**config.mk**
```make
export PLATFORM = sky130hd
export DESIGN_NAME = mem
export DESIGN_NICKNAME = d
export VERILOG_FILES = /design/src/rtl/mem_pkg.sv /design/src/rtl/mem_align.sv /design/src/rtl/mem.sv
export SDC_FILE = /design/constraint.sdc
export NUM_CORES = 1
export LEC_CHECK = 0
export BUFFER_PORTS_ARGS = -buffer_cell sky130_fd_sc_hd__buf_2
export CAP_MARGIN = 40
export CELL_PAD_IN_SITES_DETAIL_PLACEMENT = 1
export CELL_PAD_IN_SITES_GLOBAL_PLACEMENT = 1
export CORE_AREA = 2 2 178 180
export CTS_CLUSTER_SIZE = 12
export DETAILED_ROUTE_END_ITERATION = 7
export DIE_AREA = 0 0 180 182
export PLACE_DENSITY = 0.51
export SETUP_SLACK_MARGIN = 0.5
export SLEW_MARGIN = 20
export SYNTH_ARGS = -nofsm -noshare
export SYNTH_HDL_FRONTEND = slang
export SYNTH_SLANG_ARGS = --single-unit
```
**constraint.sdc**
```tcl
create_clock -name clk -period 2.9 [get_ports clk]
set_input_delay 0.58 -clock clk [delete_from_list [all_inputs] [get_ports clk]]
set_output_delay 0.58 -clock clk [all_outputs]
set_load 0.005 [all_outputs]
```
**src/rtl/mem_pkg.sv**
```systemverilog
`default_nettype none
// ============================================================================
// Module : mem_pkg
// Shared MEM-stage bus widths, EXE->MEM field offsets and encodings.
// Rev    : 1.0
// ============================================================================
package mem_pkg;

   localparam int c_exe_mem_w = 159;
   localparam int c_mem_wb_w  = 156;

   // LSB position of each EXE->MEM field
   localparam int c_f_load    = 158;
   localparam int c_f_store   = 157;
   localparam int c_f_size    = 155;
   localparam int c_f_signed  = 154;
   localparam int c_f_sdata   = 122;
   localparam int c_f_exe     = 90;
   localparam int c_f_lo      = 58;
   localparam int c_f_ctrl    = 52;   // hi_write, lo_write, mfhi, mflo, mtc0, mfc0
   localparam int c_f_cp0r    = 44;
   localparam int c_f_wen     = 43;
   localparam int c_f_wdest   = 38;
   localparam int c_f_syscall = 37;
   localparam int c_f_eret    = 36;
   localparam int c_f_break   = 35;
   localparam int c_f_fetch   = 34;
   localparam int c_f_rsv     = 33;
   localparam int c_f_ovf     = 32;
   localparam int c_f_pc      = 0;

   typedef enum logic [1:0] {
      LS_BYTE = 2'b00,
      LS_HALF = 2'b01,
      LS_WORD = 2'b10
   } ls_size_e;

   typedef enum logic [1:0] {
      ST_IDLE   = 2'b00,
      ST_ACCESS = 2'b01,
      ST_HOLD   = 2'b10
   } state_e;

endpackage
`default_nettype wire

```
**src/rtl/mem_align.sv**
```systemverilog
`default_nettype none
// ============================================================================
// Module : mem_align
// Store lane enables/replication, misalignment flags, load extract/extend.
// Rev    : 1.0
// ============================================================================
module mem_align
   import mem_pkg::*;
(
   input  logic [1:0]  i_ls_size,
   input  logic        i_ls_signed,
   input  logic        i_inst_load,
   input  logic        i_inst_store,
   input  logic [1:0]  i_addr,
   input  logic [31:0] i_store_data,
   input  logic [31:0] i_rdata,
   output logic [3:0]  o_wen,
   output logic [31:0] o_wdata,
   output logic        o_raddr_error,
   output logic        o_waddr_error,
   output logic [31:0] o_load_value
);

   logic        w_misaligned;
   logic [7:0]  w_byte;
   logic [15:0] w_half;

   assign w_byte = i_rdata[{i_addr, 3'b000} +: 8];
   assign w_half = i_rdata[{i_addr[1], 4'b0000} +: 16];

   always_comb begin
      w_misaligned = 1'b0;
      o_wen        = 4'b1111;
      o_wdata      = i_store_data;
      o_load_value = i_rdata;
      case (i_ls_size)
         LS_BYTE: begin
            o_wen        = 4'b0001 << i_addr;
            o_wdata      = {4{i_store_data[7:0]}};
            o_load_value = {{24{i_ls_signed & w_byte[7]}}, w_byte};
         end
         LS_HALF: begin
            w_misaligned = i_addr[0];
            o_wen        = i_addr[1] ? 4'b1100 : 4'b0011;
            o_wdata      = {2{i_store_data[15:0]}};
            o_load_value = {{16{i_ls_signed & w_half[15]}}, w_half};
         end
         default: begin
            w_misaligned = |i_addr;
         end
      endcase
   end

   assign o_raddr_error = i_inst_load  & w_misaligned;
   assign o_waddr_error = i_inst_store & w_misaligned;

endmodule
`default_nettype wire

```
**src/rtl/mem.sv**
```systemverilog
`default_nettype none
// ============================================================================
// Module : mem
// MIPS MEM stage: data-RAM access FSM, load capture and MEM->WB bus packing.
// Rev    : 1.0
// ============================================================================
module mem
   import mem_pkg::*;
(
   input  logic                   clk,
   input  logic                   reset,
   input  logic                   MEM_valid,
   input  logic [c_exe_mem_w-1:0] EXE_MEM_bus_r,
   input  logic                   WB_allow_in,
   input  logic                   cancel,
   input  logic [31:0]            dm_rdata,
   output logic                   dm_en,
   output logic [3:0]             dm_wen,
   output logic [31:0]            dm_addr,
   output logic [31:0]            dm_wdata,
   output logic                   MEM_over,
   output logic [c_mem_wb_w-1:0]  MEM_WB_bus,
   output logic [4:0]             MEM_wdest,
   output logic [31:0]            MEM_pc
);

   logic        w_inst_load, w_inst_store, w_ls_signed, w_wen;
   logic [1:0]  w_ls_size;
   logic [31:0] w_store_data, w_exe_result, w_lo_result, w_pc;
   logic [5:0]  w_ctrl;
   logic [7:0]  w_cp0r_addr;
   logic [4:0]  w_wdest;
   logic        w_syscall, w_eret, w_brk, w_fetch_error, w_inst_reserved, w_overflow;

   assign w_inst_load     = EXE_MEM_bus_r[c_f_load];
   assign w_inst_store    = EXE_MEM_bus_r[c_f_store];
   assign w_ls_size       = EXE_MEM_bus_r[c_f_size +: 2];
   assign w_ls_signed     = EXE_MEM_bus_r[c_f_signed];
   assign w_store_data    = EXE_MEM_bus_r[c_f_sdata +: 32];
   assign w_exe_result    = EXE_MEM_bus_r[c_f_exe +: 32];
   assign w_lo_result     = EXE_MEM_bus_r[c_f_lo +: 32];
   assign w_ctrl          = EXE_MEM_bus_r[c_f_ctrl +: 6];
   assign w_cp0r_addr     = EXE_MEM_bus_r[c_f_cp0r +: 8];
   assign w_wen           = EXE_MEM_bus_r[c_f_wen];
   assign w_wdest         = EXE_MEM_bus_r[c_f_wdest +: 5];
   assign w_syscall       = EXE_MEM_bus_r[c_f_syscall];
   assign w_eret          = EXE_MEM_bus_r[c_f_eret];
   assign w_brk           = EXE_MEM_bus_r[c_f_break];
   assign w_fetch_error   = EXE_MEM_bus_r[c_f_fetch];
   assign w_inst_reserved = EXE_MEM_bus_r[c_f_rsv];
   assign w_overflow      = EXE_MEM_bus_r[c_f_ovf];
   assign w_pc            = EXE_MEM_bus_r[c_f_pc +: 32];

   state_e      r_state, w_state_nxt;
   logic [31:0] r_load;
   logic [31:0] w_raw_data, w_load_value, w_wdata, w_mem_result;
   logic [3:0]  w_lanes;
   logic        w_raddr_error, w_waddr_error;
   logic        w_mem_op, w_active, w_issue, w_over;

   // HOLD never re-reads the RAM; its data comes only from the captured word
   assign w_raw_data = (r_state == ST_ACCESS) ? dm_rdata : r_load;

   mem_align u_align (
      .i_ls_size     (w_ls_size),
      .i_ls_signed   (w_ls_signed),
      .i_inst_load   (w_inst_load),
      .i_inst_store  (w_inst_store),
      .i_addr        (w_exe_result[1:0]),
      .i_store_data  (w_store_data),
      .i_rdata       (w_raw_data),
      .o_wen         (w_lanes),
      .o_wdata       (w_wdata),
      .o_raddr_error (w_raddr_error),
      .o_waddr_error (w_waddr_error),
      .o_load_value  (w_load_value)
   );

   assign w_mem_op = (w_inst_load | w_inst_store)
                   & ~(w_syscall | w_brk | w_fetch_error | w_inst_reserved | w_overflow)
                   & ~(w_raddr_error | w_waddr_error);
   assign w_active = MEM_valid & ~cancel;
   assign w_issue  = w_active & w_mem_op & (r_state == ST_IDLE) & ~reset;

   assign dm_en    = w_issue;
   assign dm_wen   = (w_issue & w_inst_store) ? w_lanes : 4'b0000;
   assign dm_addr  = {w_exe_result[31:2], 2'b00};
   assign dm_wdata = w_wdata;

   always_ff @(posedge clk or posedge reset) begin
      if (reset) begin
         r_state <= ST_IDLE;
      end else begin
         r_state <= w_state_nxt;
      end
   end

   always_ff @(posedge clk or posedge reset) begin
      if (reset) begin
         r_load <= 32'h0;
      end else if (r_state == ST_ACCESS) begin
         r_load <= dm_rdata;
      end
   end

   always_comb begin
      w_state_nxt = r_state;
      w_over      = 1'b0;
      if (w_active) begin
         if (!w_mem_op)         w_over = 1'b1;
         else if (w_inst_store) w_over = (r_state != ST_ACCESS);
         else                   w_over = (r_state != ST_IDLE);
      end
      if (cancel) begin
         w_state_nxt = ST_IDLE;
      end else begin
         case (r_state)
            ST_IDLE: begin
               if (w_issue & w_inst_load)                     w_state_nxt = ST_ACCESS;
               else if (w_issue & w_inst_store & ~WB_allow_in) w_state_nxt = ST_HOLD;
            end
            ST_ACCESS: w_state_nxt = WB_allow_in ? ST_IDLE : ST_HOLD;
            ST_HOLD:   if (WB_allow_in) w_state_nxt = ST_IDLE;
            default:   w_state_nxt = ST_IDLE;
         endcase
      end
   end

   assign MEM_over     = w_over;
   assign w_mem_result = (w_inst_load & w_mem_op & (r_state != ST_IDLE)) ? w_load_value
                                                                          : w_exe_result;

   assign MEM_WB_bus = {w_wen, w_wdest, w_mem_result, w_lo_result, w_ctrl, w_cp0r_addr,
                        w_syscall, w_eret, w_brk, w_fetch_error, w_inst_reserved,
                        w_raddr_error, w_waddr_error, w_overflow, w_exe_result, w_pc};
   assign MEM_wdest  = w_wdest & {5{MEM_valid}};
   assign MEM_pc     = w_pc;

endmodule
`default_nettype wire

```
== Word-level counts from Yosys, hierarchy flattened ==
Cells that the tools add are included.
W data, S select, Z words.
Storage, ports and cells
  register bits: 34
  bits of input ports: 196
  output and inout bits: 263
  word-level logic and storage cells: 60
Operators by class
  equality and inequality tests: 6
  shifts and indexed selects: 3
  mux-type cells: 17
  bitwise operators: 27
  reductions and logical operators: 5
Operators by type and width (number)
  $pmux W32 S2: 2
  $mux W32: 2
  $shiftx A32 B6 Y16: 1
  $shiftx A32 B6 Y8: 1
  $and A1 B1 Y1: 15
  $mux W2: 5
  $mux W4: 2
  $pmux W4 S2: 1
  $or A1 B1 Y1: 6
  $pmux W2 S3: 1
  $and A5 B5 Y5: 1
  $not A1 Y1: 5
  $eq A2 B1 Y1 const B: 2
  $logic_not A2 Y1: 2
  $ne A4 B2 Y1 const B: 1
  $shl A1 B2 Y4 const A: 1
  $mux W1: 3
  $ne A3 B3 Y1 const B: 1
  $eq A2 B2 Y1 const B: 1
  $ne A2 B1 Y1 const B: 1
  $pmux W1 S2: 1
  $reduce_and A2 Y1: 1
  $reduce_bool A2 Y1: 1
  $reduce_or A2 Y1: 1

== Depth between registers and ports, before layout ==
  word-level depth: 16
  depth in mapped cells: 8
  depth with buffers taken out: 6

== Cells and area by module ==
A second synthesis with hierarchy kept.
Second synthesis, totals
  cells, all modules: 490
  area total of the unflattened synthesis: 4539.4 um^2
By module, submodules not included
  mem: instances 1, cells each 328, area each 3410.8 um^2, seq. area each 850.8 um^2
  mem_align: instances 1, cells each 162, area each 1128.6 um^2, seq. area each 0.0 um^2

== Worst setup path after synthesis ==
No wires, ideal clock.
  kind: in2out
  from: in EXE_MEM_bus_r[35]
  to: out MEM_WB_bus[138]
  data arrival time: 2.121 ns
  required time: 2.320 ns
  slack: 0.199 ns
  cell stages on the path: 6
  path through: or4_4 > a2111oi_4 > o21ai_1 > a21oi_2 > buf_4 > a21oi_1
On the way
  longest elaborated chain between the ends: 10
Ends and longest elaborated chain
  from (decl): RTL line mem.sv:13  | input logic [c_exe_mem_w-1:0] EXE_MEM_bus_r,
  $or A1 B1 Y1 (4 in series): RTL line mem.sv:80  | & ~(w_syscall | w_brk | w_fetch_error | w_inst_reserved | w_overflow)
  $not A1 Y1: RTL line mem.sv:80
  $and A1 B1 Y1: RTL line mem.sv:80
  $and A1 B1 Y1: RTL line mem.sv:81  | & ~(w_raddr_error | w_waddr_error);
  $and A1 B1 Y1 (2 in series): RTL line mem.sv:130  | assign w_mem_result = (w_inst_load & w_mem_op & (r_state != ST_IDLE)) ? w_load_value
  $mux W32: RTL line mem.sv:130
  to (decl): RTL line mem.sv:22  | output logic [c_mem_wb_w-1:0] MEM_WB_bus,
Every way passes these cells.

== Worst setup path in the final report ==
  from: in EXE_MEM_bus_r[35]
  to: out MEM_WB_bus[124]
Same word-level chain as after synthesis.

==> impl_results.md <==
- Status: finished, final reports clean
- R2R Setup Slk: 1.07 ns
- Antenna diodes: 0
- Core Footprint: 31000 sq um
- Initial DRC Count: 75
- Post-synthesis cell count: 514
- Initial antenna violation count: 1
- Row count: 65
- Post-layout instance area: 5620 sq um
- Post-route DRC: 0
- Pwr Density: 306 nW/um^2
- Worst Setup End Kind: output pin
- I/O Buffers: 264
- Maximum vdd drop: 0.169 mV
- Async set or reset register ratio after synthesis: 100%
- Min Hold Slack: 0.213 ns
- Die Height: 182 um
- CP Max Fanout: 7
- R2r worst-path depth: 7
- Worst EP required: 2.32 ns
- Worst Tran Pin Value: 0.596 ns
- Hold crit path type: in2async
- Fin nets: 827
- Routed len/inst: 19.1 um
- Max-cap violations: 0
- Commonest non-fill, non-tap cell in the layout: buf_2
- Clock tree buffer depth: 2
- Arr. time, crit path: 2.32 ns
- Sw Pwr: 0.488 mW
- Synth Cell Area: 4190 sq um
- Sink Count: 34
- Pin count of the biggest net entering global routing: 29
- Minimum clock period: 2.90 ns
- Largest cells by area after synthesis: buf_4 35%, dfrtp_1 20%, mux2_2 10%
- Worst-path clk slew: 0.06 ns
- Vias in the first global route: 3976
- Commonest non-fill, non-tap cells in the layout: 260 x buf_2, 36 x buf_4, 34 x mux2_2, 34 x dfrtp_1, 32 x nand2_1
- Synthesis Warnings: 0
- Hold Violations, Final: 0
- Switch share: 28.4%
- Die Footprint: 32800 sq um
- Slew headroom: 59.9%
- Via count: 3853
- Final setup viols: 0
- Synthesized flop and latch total: 34
- CTS tree: yes
- First-pass GRT wire length: 27.2 mm
- Starting density of the core: 13.5%
- Drt via density: 3.73
- Main synth FF type: dfrtp_1
- Clock Latency Late Sink: 0.29 ns
- Comb power frac: 28.1%
- Antenna violation net count after detailed routing: 0
- Max Slew Vio Count: 0
- Final Cycle Share: 100%
- Remaining Overflow, GRT: 0
- Post-CTS Hold Buffers: 0
- CTS root buf: clkbuf_16
- Unrepaired setup endpoints after global routing: yes
- Synth cell types: 46
- Power share of the clock group: 43.6%
- P_leak: 2.74 nW
- Post-Route WL: 19.7 mm
- Biggest area consumer among synthesized cells: buf_4
- Proportion of layout cells with a drive suffix above 1: 66.3%
- P_int: 1.23 mW
- Sequential fraction of the synthesis area: 20.3%
- Crit path kind: in2out
- CTS H-tree lvls: 2
- Fin Clk Skew: 0.00761 ns
- Post-Place Cell Area: 4800 sq um
- Area delta synth->final: 34.2%
- Routability congestion estimate: 0.734
- Mean post-synth cell area: 8.14 sq um
- GRT Total Usage: 11.3%
- Seq pwr share: 28.3%
- CP Launch Type: input pin
- Drt first pass iters: 4
- Worst Setup SP: EXE_MEM_bus_r[35]
- CTS buffer count: 5
- Post-synth top area share: 35.3%
- Total power: 1.72 mW
- Placed wire-length estimate: 16.3 mm
- FMAX: 0.345 GHz
- R2r startpoint: r_state[0]
- IO Pins: 459
- Number of synthesized flops with an enable pin: 0
- Die X: 180 um
==> repair_timing <==
item	in CTS	in global routing
gates cloned	2	0
gates resized for setup	56	38
buffers inserted	15	7
endpoints found under the setup margin	45	44
pin swaps	8	9
==> final timing paths <==
kind | end
max | MEM_WB_bus[124]
min | r_state[0]
max reg2reg | r_state[1]
min reg2reg | r_load[3]
max in group asynchronous | r_load[27]
min in group clk | r_load[3]
==> layer usage <==
metal / GRT usage (%) / vias to the layer above / wire, um
met1: 12.3 / 1830 / 7390
met2: 20.8 / 186 / 10200
li1: - / 1771 / -
met3: 3.49 / 64 / 1530
met5: 0 / - / 7
met4: 3.87 / 2 / 534
==> through the flow <==
| step | util [%] | TNS, ns | instances | setup slack (ns) |
|---|---|---|---|---|
| final | 18.1 | 0 | 1034 | 0.000137 |
| after global routing | 18.1 | -1.02 | 1034 | -0.0870 |
| after CTS | 17.4 | 0 | 1027 | 0.00722 |
| after global placement | 15.4 | 0 | 1001 | 0.0225 |
| after detailed placement | 15.5 | -0.0399 | 1002 | -0.0231 |
| after floorplan | - | 0 | 515 | 0.344 |
==> power groups by stage <==
stage               Sequential, mW  Clock, mW  Combinational (mW)
global placement             0.496          0               0.459
floorplan                    0.495          0               0.370
finish                       0.488      0.751               0.484
global route                 0.488      0.791               0.535
CTS                          0.487      0.772               0.490
detailed placement           0.496          0               0.464
==> cell usage after synthesis, types with 2 or more instances <==
cell type  count
o22a_1         4
mux2_2        38
nor3_1         2
o211ai_1       5
nand3_1        3
nor2b_1        3
o21ai_1        2
nand2b_1       4
and2_1         7
clkbuf_1      14
o21ai_0       16
inv_1         17
mux2i_1       19
a22o_1         4
nor2_1        34
nand2_1       33
o221ai_1       4
o2111a_1       2
buf_4        197
a22oi_1       13
and3_1         4
a31oi_1        9
buf_2          6
dfrtp_1       34
a21oi_1       19
==> flip-flops by register name, indices dropped and copies added, names as in the netlist <==
register  cells
r_state       2
r_load       32
==> worst max-delay path, cell delays in order <==
cell and delay (ns):
buf_6 0.09, or4_4 0.55, a2111oi_4 0.30, buf_4 0.20
buf_12 0.14, buf_12 0.14, nor2_4 0.03, a31oi_1 0.15
buf_2 0.14
==> kinds of logic (layout without fill, tap and decap cells) <==
kind of cell           after synthesis  count (layout)  share of synthesized area [%]
buffers and inverters              236             353                           39.0
AND/OR/NAND/NOR                     94              94                           10.0
AO/OA/AOI/OAI                       90              90                           15.0
multiplexers                        58              58                           15.3
flip-flops                          34              34                           20.3
other                                1               2                         0.0896
XOR/XNOR                             1               1                          0.209
==> final cells by class <==
type	instances	area, sq um
multi-input cells	245	1970
inverters	18	67.6
well taps	402	503
clock inverters	2	60.1
repair buffers	327	2030
fillers	3733	25400
flip-flops and latches	34	851
clock buffers	6	139
(Power assumes the default switching activity.)
